## src/rtl/binaddsub_seq.sv

```systemverilog
// Digit-serial adder/subtractor: one DIGIT-bit ripple slice per clock.
// Subtraction folds into the add path as a + ~b + 1.
module binaddsub_seq #(
  parameter int WIDTH = 8,
  parameter int DIGIT = 1
) (
  input  logic             clk,
  input  logic             rst,
  input  logic             start,
  input  logic             mode,
  input  logic [WIDTH-1:0] a,
  input  logic [WIDTH-1:0] b,
  output logic             busy,
  output logic             done,
  output logic [WIDTH-1:0] s,
  output logic             cout,
  output logic             ovf,
  output logic             zero
);

  localparam int N  = WIDTH / DIGIT;
  localparam int CW = (N > 1) ? $clog2(N) : 1;

  typedef enum logic {IDLE, RUN} state_t;

  state_t state, state_n;

  logic [WIDTH-1:0]       opa, opb, acc, acc_n;
  logic                   carry;
  logic [CW-1:0]          cnt;
  logic [DIGIT:0]         dsum;
  logic [WIDTH+DIGIT-1:0] cat;
  logic                   msb_cin;
  logic                   last;
  logic                   accept;

  always_comb begin
    dsum = {1'b0, opa[DIGIT-1:0]}
         + {1'b0, opb[DIGIT-1:0]}
         + {{DIGIT{1'b0}}, carry};
    // carry into the slice MSB, recovered from its sum bit
    msb_cin = dsum[DIGIT-1] ^ opa[DIGIT-1] ^ opb[DIGIT-1];
    cat     = {dsum[DIGIT-1:0], acc};
    acc_n   = cat[WIDTH+DIGIT-1:DIGIT];
    last    = (cnt == CW'(N - 1));
  end

  always_comb begin
    state_n = state;
    accept  = 1'b0;
    unique case (state)
      IDLE: begin
        if (start) begin
          accept  = 1'b1;
          state_n = RUN;
        end
      end
      RUN: begin
        if (last) state_n = IDLE;
      end
    endcase
  end

  always_ff @(posedge clk) begin
    if (rst) state <= IDLE;
    else     state <= state_n;
  end

  always_ff @(posedge clk) begin
    if (rst) begin
      opa   <= '0;
      opb   <= '0;
      acc   <= '0;
      carry <= 1'b0;
      cnt   <= '0;
      done  <= 1'b0;
      s     <= '0;
      cout  <= 1'b0;
      ovf   <= 1'b0;
      zero  <= 1'b0;
    end else begin
      done <= 1'b0;
      if (accept) begin
        opa   <= a;
        opb   <= b ^ {WIDTH{mode}};
        carry <= mode;
        acc   <= '0;
        cnt   <= '0;
      end else if (state == RUN) begin
        opa   <= opa >> DIGIT;
        opb   <= opb >> DIGIT;
        carry <= dsum[DIGIT];
        acc   <= acc_n;
        cnt   <= cnt + 1'b1;
        if (last) begin
          s    <= acc_n;
          cout <= dsum[DIGIT];
          ovf  <= msb_cin ^ dsum[DIGIT];
          zero <= (acc_n == '0);
          done <= 1'b1;
        end
      end
    end
  end

  assign busy = (state == RUN);

endmodule

```

## config.mk

```make
export PLATFORM = sky130hd
export DESIGN_NAME = binaddsub_seq
export DESIGN_NICKNAME = d
export VERILOG_FILES = /design/src/rtl/binaddsub_seq.sv
export SDC_FILE = /design/constraint.sdc
export NUM_CORES = 1
export LEC_CHECK = 0
export CORE_ASPECT_RATIO = 1.4
export CORE_MARGIN = 1.5
export CORE_UTILIZATION = 50
export CTS_BUF_LIST = sky130_fd_sc_hd__clkbuf_16
export DETAILED_ROUTE_END_ITERATION = 10
export PLACE_DENSITY = 0.77
export REMOVE_ABC_BUFFERS = 1
export SLEW_MARGIN = 20
export SYNTH_ARGS = -nofsm -noshare
export SYNTH_HDL_FRONTEND = slang
export SYNTH_SLANG_ARGS = --single-unit
```

## constraint.sdc

```tcl
create_clock -name clk -period 1.7 [get_ports clk]
set_input_delay 0.255 -clock clk [delete_from_list [all_inputs] [get_ports clk]]
set_output_delay 0.255 -clock clk [all_outputs]
set_load 0.005 [all_outputs]
```

* Yosys cells after proc, flatten, opt, wreduce, memory -nomap -nowiden
Cells that the tools add are included.
W data, S select, Z words.
** Storage, ports and cells
- Bits in registers :: 41
- Bits of input ports :: 20
- Output and inout port bits :: 13
- Word-level logic and storage cells :: 37
** Cells by class
- Add/subtract/negate cells :: 3
- Equality and inequality tests :: 1
- Muxes and demuxes :: 11
- Bitwise operators :: 6
- Reductions and logical operators :: 5
** Operators by type and width (number)
- $mux W8 :: 4
- $logic_not A8 Y1 :: 1
- $xor A8 B8 Y8 :: 1
- $mux W1 :: 6
- $add A3 B1 Y3 const B :: 1
- $eq A3 B3 Y1 const B :: 1
- $reduce_and A3 Y1 :: 1
- $reduce_or A3 Y1 :: 1
- $xor A1 B1 Y1 :: 3
- $add A1 B1 Y2 :: 1
- $add A2 B1 Y2 :: 1
- $not A1 Y1 :: 2
- $pmux W1 S2 :: 1
- $reduce_bool A2 Y1 :: 1
- $reduce_or A2 Y1 :: 1

* Depth between registers and ports, before layout
Gate-level depths: netlist of the first run.
- Depth after elaboration :: 5
- Gate-level depth with buffers :: 6
- Gate-level depth less buffers :: 5

* Least setup slack after synthesis of the first run
Ideal clock, no wire load.
- Kind :: register to register
- From :: register opa[0]
- To :: register ovf
- Setup time :: 0.086 ns
- Data arrival time :: 1.346 ns
- Required time :: 1.614 ns
- Path slack :: 0.268 ns
- Stages on the path, launching flop included :: 5
- Path buffers :: 0
- Period minus slack after synthesis :: 1.432 ns
- Path through :: dfxtp_1 -> fa_1 -> xnor2_1 -> xnor2_1 -> a211oi_1
** Between the ends
- Word-level cells in the longest chain between the ends :: 5
** RTL lines
- start: declaration :: line 28 : logic [WIDTH-1:0] opa, opb, acc, acc_n;
- start signal: assignment :: line 90 : opa <= opa >> DIGIT;
- $add A1 B1 Y2 :: line 39 : + {1'b0, opb[DIGIT-1:0]}
- $add A2 B1 Y2 :: line 40 : + {{DIGIT{1'b0}}, carry};
- named net dsum[0] :: line 31 : logic [DIGIT:0] dsum;
- $xor A1 B1 Y1 (2 in series) :: line 42 : msb_cin = dsum[DIGIT-1] ^ opa[DIGIT-1] ^ opb[DIGIT-1];
- $xor A1 B1 Y1 :: line 98 : ovf <= msb_cin ^ dsum[DIGIT];
- end signal: assignment :: line 98
- end: declaration :: line 17 : output logic ovf,
The timed path passes the listed nets, and every way through them passes these cells.
A chain may end at the register's enable or synchronous reset.

* Worst setup path in the final report of the first run
Same ends and word-level chain as after synthesis.

==> results of run 1 <==
==> worst max-delay path, stage by stage (launching register included) <==
cell      delay (ps)
dfxtp_1          350
fa_1             640
xnor2_1          150
xnor2_1           90
a211oi_1         210
==> layout make-up <==
class,count,area share
sequential,40,0.3659
multi-input combinational,132,0.3768
clock inverter,3,0.006289
inverter,1,0.001715
timing repair buffer,37,0.1692
clock buffer,5,0.05718
tap,40,0.02287
==> cell families after synthesis <==
group,Yosys count
xor gates and xnor gates,12
adders and majority gates,3
DFF,40
buffers and inverters,14
AOI/OAI and AO/OA,28
and+or+nand+nor,64
muxes,25
==> cell usage after synthesis <==
cell / n
nand3_1: 1
or2_1: 1
inv_2: 1
a211oi_1: 1
fa_1: 1
buf_2: 7
a211oi_2: 1
a21o_1: 1
nor4_1: 2
xnor2_1: 5
nor2_1: 15
buf_4: 3
ha_1: 2
a21oi_1: 18
xor2_1: 7
and2_1: 1
o22ai_1: 7
buf_6: 3
mux2_2: 8
nand2_1: 43
mux2i_1: 17
dfxtp_1: 40
nor3_1: 1
==> power groups by stage <==
| stage | registers (mW) | clock network (mW) | logic [mW] |
|---|---|---|---|
| after floorplan | 1.02 | 0 | 0.125 |
| after global placement | 1.01 | 0 | 0.233 |
| after detailed placement | 1.01 | 0 | 0.243 |
| after CTS | 0.993 | 0.902 | 0.246 |
| after global routing | 0.996 | 0.938 | 0.265 |
| final | 0.993 | 0.886 | 0.243 |
==> sequential cells by signal (all words and copies together) (netlist names) <==
name and cells:
acc 7, busy 1, carry 1, cnt 3, cout 1, done 1, opa 8, opb 8
ovf 1, s 8, zero 1
==> metrics by stage <==
stage               area (um2)  hold slack, ps
CTS                       2188           454.4
finish                    2188           454.0
detailed placement        2049           446.7
global route              2188           478.0
global placement          2049           441.7
floorplan                 1629           324.1
==> final timing paths <==
| path | depth (start not counted) | end | start |
|---|---|---|---|
| worst min-delay path | 2 | s[4] | s[4] |
| worst max-delay path | 4 | ovf | opa[0] |
| worst max register to register | 4 | ovf | opa[0] |
| worst min register to register | 2 | s[4] | s[4] |
==> metal layers <==
metal / wire length (um) / track usage / vias to the layer above
met3: 142 / 0.06173 / 6
met4: 46 / 0.06838 / 0
met5: 0 / 0 / -
met2: 1743 / 0.3389 / 34
met1: 1302 / 0.2029 / 604
li1: - / - / 679
==> cell usage in the layout, fill, tap and decap left out, drive strengths merged, types with 3 or more instances in the layout <==
| cell | Yosys | final |
|---|---|---|
| a21oi | 18 | 18 |
| buf | 13 | 5 |
| clkbuf | 0 | 5 |
| clkdlybuf4s50 | 0 | 32 |
| clkinv | 0 | 3 |
| dfxtp | 40 | 40 |
| mux2 | 8 | 8 |
| mux2i | 17 | 17 |
| nand2 | 43 | 43 |
| nor2 | 15 | 15 |
| o22ai | 7 | 7 |
| xnor2 | 5 | 5 |
| xor2 | 7 | 7 |
==> flow_metrics.tcl, run 1 <==
set metrics [dict create \
    grt_pass1_wl_um 5375 \
    synth_top_family_by_area "multiplexers" \
    antenna_found_initial 0 \
    power_mw 2.123 \
    cts-resized-gates 0 \
    arrival_ps 1740 \
    diodes 0 \
    synth-seq-cells 40 \
    pwr-share-comb 0.115 \
    pwr-share-seq 0.468 \
    synth.area.top_cells "dfxtp_1 47%, mux2i_1 9.9%, nand2_1 9.4%" \
    crit_type "flop to flop" \
    synth_area_leader_cell "dfxtp_1" \
    drive_above_1_share 0.1009 \
    htree_levels 2 \
    synth_area_um2 1720 \
    finalSetupViolCount 0 \
    via_per_inst 5.128 \
    synth_top_area_frac 0.4655 \
    rows 25 \
    clkSinkCount 40 \
    dieArea_um2 3807 \
    clk_path_buf_depth 2 \
    clockPowerShare 0.417 \
    dp_cells 250 \
    hold_buffers 0 \
    final_core_util 0.6538 \
    hold_viol_final 0 \
    worstPathMaxFanout 4 \
    finalNonFillerCells 258 \
    clk_pin_slew_ps 60 \
    clock_latency_ps 280 \
    start_util 0.5140 \
    postSynthCellCount 186 \
    muxShareOfSynthArea 0.1513 \
    synthSimpleGateAreaFrac 0.1469 \
    remaining_drc_errors 0 \
    track_usage 0.1898 \
    post-route-period-util 0.9061 \
    rsz0062_at_grt "no" \
    layout.nets 240 \
    numCtsBuffers 5 \
    overflow 0 \
    irDropWorstVdd_v 0.0007111 \
    dieWidth_um 52.58 \
    ys_seq_area_frac 0.4655 \
    drv_cap 0 \
    dpl.hpwl_um 2353 \
    synth_compound_area_frac 0.09382 \
    area_delta_synth_final_pct 27.20 \
    status "complete, no violations" \
    yosysUniqueCellTypes 23 \
    fmax_mhz 649.2 \
    cts_tree "built" \
    grt_max_degree 21 \
    clock_skew_ps 4.464 \
    ant_nets 0 \
    cts_root_buf "clkbuf_16" \
    fill_cells 273 \
    hp-class "flop to flop" \
    boundaryPins 33 \
    avgRoutedWirePerCell_um 12.53 \
    layout.area.seq_um2 800.8 \
    core-area_um2 3347 \
    multiInputGateArea_um2 824.5 \
    end_kind "flop" \
    synth.avg_cell_area_um2 9.249 \
    powerDensity_nw_per_um2 969.9 \
    r2r_setup_slack_ps 160 \
    swShare 0.2293 \
    dp_slack_ps 114.9 \
    synth_adder_area_share 0.02618 \
    die_h_um 72.41 \
    synth-xor-area-share 0.06109 \
    cp-start-kind "flop" \
    internal-power_mw 1.636 \
    worstPathRequired_ps 1900 \
    first_global_vias 1251 \
    ys_warn_count 0 \
    setup_tns_ps 0 \
    p_leak_nw 0.8352 \
    fin_crit_ps 1540 \
    wl_um 3234 \
    postCtsSetupRepairBufs 0 \
    fin_ws_ps 159.6 \
    slew_headroom 0.6916 \
    io_buffers 32 \
    tightest_slew_ps 461.1 \
    slew_viol_final 0 \
    dr.pass1.iters 4 \
    route.vias.total 1323 \
    p_switching_mw 0.4867 \
    initialDrtViolationCount 26 \
    globalplace.congestion 0.7327 \
]
(Power assumes the default switching activity.)
==> run 2, diff against run 1 <==
--- a/config.mk
+++ b/config.mk
@@ -11,7 +11,6 @@
 export CTS_BUF_LIST = sky130_fd_sc_hd__clkbuf_16
 export DETAILED_ROUTE_END_ITERATION = 10
 export PLACE_DENSITY = 0.77
-export REMOVE_ABC_BUFFERS = 1
 export SLEW_MARGIN = 20
 export SYNTH_ARGS = -nofsm -noshare
 export SYNTH_HDL_FRONTEND = slang
==> flow_metrics.tcl, run 2 (synthesis gave the netlist of run 1 again) <==
set metrics [dict create \
    area_delta_synth_final_pct 27.49 \
    remaining_drc_errors 0 \
    start_util 0.5140 \
    clkSinkCount 40 \
    rsz0062_at_grt "no" \
    crit_chain "clkdlybuf4s50_1" \
    route.vias.total 1343 \
    status "complete, no violations" \
    postCtsSetupRepairBufs 0 \
    antenna_found_initial 0 \
    top_usage_layer "met2" \
    dp_slack_ps 71.92 \
    hold_viol_final 0 \
    boundaryPins 33 \
    fin_ws_ps 66.27 \
    final_core_util 0.6553 \
    worstPathRequired_ps 1440 \
    pwr-share-comb 0.116 \
    path_buf_inv 1 \
    dpl.hpwl_um 2455 \
    track_usage 0.2129 \
    fin_crit_ps 1634 \
    internal-power_mw 1.638 \
    fmax_mhz 612.1 \
    use_met1 0.2058 \
    avgRoutedWirePerCell_um 13.32 \
    powerDensity_nw_per_um2 971.9 \
    crit_family "buffers and inverters" \
    post-route-period-util 0.9610 \
    drive_above_1_share 0.09677 \
    initialDrtViolationCount 16 \
    met3_usage 0.06790 \
    final_common_cell "nand2_1" \
    slew_headroom 0.6721 \
    slew_viol_final 0 \
    globalplace.congestion 0.7166 \
    tightest_slew_ps 490.4 \
    clock_skew_ps 5.248 \
    reg2regPathDepth 4 \
    io_buffers 32 \
    die_h_um 72.41 \
    clockPowerShare 0.417 \
    irDropWorstVdd_v 0.0009561 \
    rows 25 \
    grt_pass1_wl_um 5899 \
    dr.pass1.iters 4 \
    hp-class "flop to flop" \
    cts-resized-gates 0 \
    overflow 0 \
    finalSetupViolCount 0 \
    clk_pin_slew_ps 60 \
    final_cell_mix "43 x nand2_1, 40 x dfxtp_1, 32 x clkdlybuf4s50_1" \
    dieWidth_um 52.58 \
    reg_top3 "opa (8), opb (8), s (8)" \
    grt_max_degree 26 \
    htree_levels 2 \
    pwr-share-seq 0.467 \
    p_switching_mw 0.4938 \
    p_leak_nw 0.8341 \
    cp-start-kind "flop" \
    layout.nets 239 \
    swShare 0.2316 \
    use_met2 0.3917 \
    arrival_ps 1380 \
    cp.depth 1 \
    worstPathMaxFanout 7 \
    synth_nets 209 \
    end_kind "output pin" \
    wl_um 3424 \
    numCtsBuffers 5 \
    clk_path_buf_depth 2 \
    cpMaxStageDelayCell "clkdlybuf4s50_1" \
    first_global_vias 1383 \
    crit_type "flop to output pin" \
    hold-worst-slack_ps 454.2 \
    clock_latency_ps 280 \
    cts_tree "built" \
    cts_root_buf "clkbuf_16" \
    core-area_um2 3347 \
    drv_cap 0 \
    dieArea_um2 3807 \
    ant_nets 0 \
    cp_slowest_stage_delay_ps 570 \
    hold_depth 2 \
    hold_buffers 0 \
    diodes 0 \
    setup_tns_ps 0 \
    via_per_inst 5.226 \
]
==> run 2: changes by cell type in the layout (fill, tap and decap cells not counted) <==
cell	change
buf_4	-2
buf_12	+1
==> run 2: worst register-to-register path, stage by stage (launching register included) <==
cell and delay, ps:
dfxtp_1 340, fa_1 640, xnor2_1 170, xnor2_1 110, a211oi_1 240
==> run 2: power by group through the flow <==
| stage | sequential (mW) | combinational (mW) | clock (mW) |
|---|---|---|---|
| 2_1_floorplan | 1.01 | 0.171 | 0 |
| 3_3_place_gp | 1.01 | 0.233 | 0 |
| 3_5_place_dp | 1.02 | 0.248 | 0 |
| 4_1_cts | 0.996 | 0.250 | 0.912 |
| 5_1_grt | 1.00 | 0.269 | 0.945 |
| 6_report | 0.996 | 0.248 | 0.888 |
==> run 2: layout make-up <==
cell class / count / area [um2]
clock buffers: 5 / 125.1
fillers: 281 / 1154
flip-flops and latches: 40 / 800.8
well taps: 40 / 50.05
inverters: 1 / 3.754
repair buffers: 36 / 375.4
clock inverters: 3 / 13.76
multi-input cells: 132 / 824.5
==> run 2: per-stage QoR <==
stage,std cells,power (mW),instance area [um2]
2_1_floorplan,186,1.179,1720
3_3_place_gp,249,1.246,2054
3_5_place_dp,249,1.264,2054
4_1_cts,257,2.157,2193
5_1_grt,257,2.213,2193
6_report,257,2.132,2193
==> run 2: metal layers <==
| metal | part of all wire | up-vias |
|---|---|---|
| li1 | - | 679 |
| met1 | 0.37 | 633 |
| met2 | 0.57 | 25 |
| met3 | 0.039 | 6 |
| met4 | 0.024 | 0 |
| met5 | 0 | - |
==> run 2: final timing paths <==
path / startpoint / to / slack, ps
setup / recovery: busy / busy / 70
hold / removal: zero / zero / 450
setup reg to reg: opa[0] / ovf / 100
hold reg to reg: zero / zero / 450
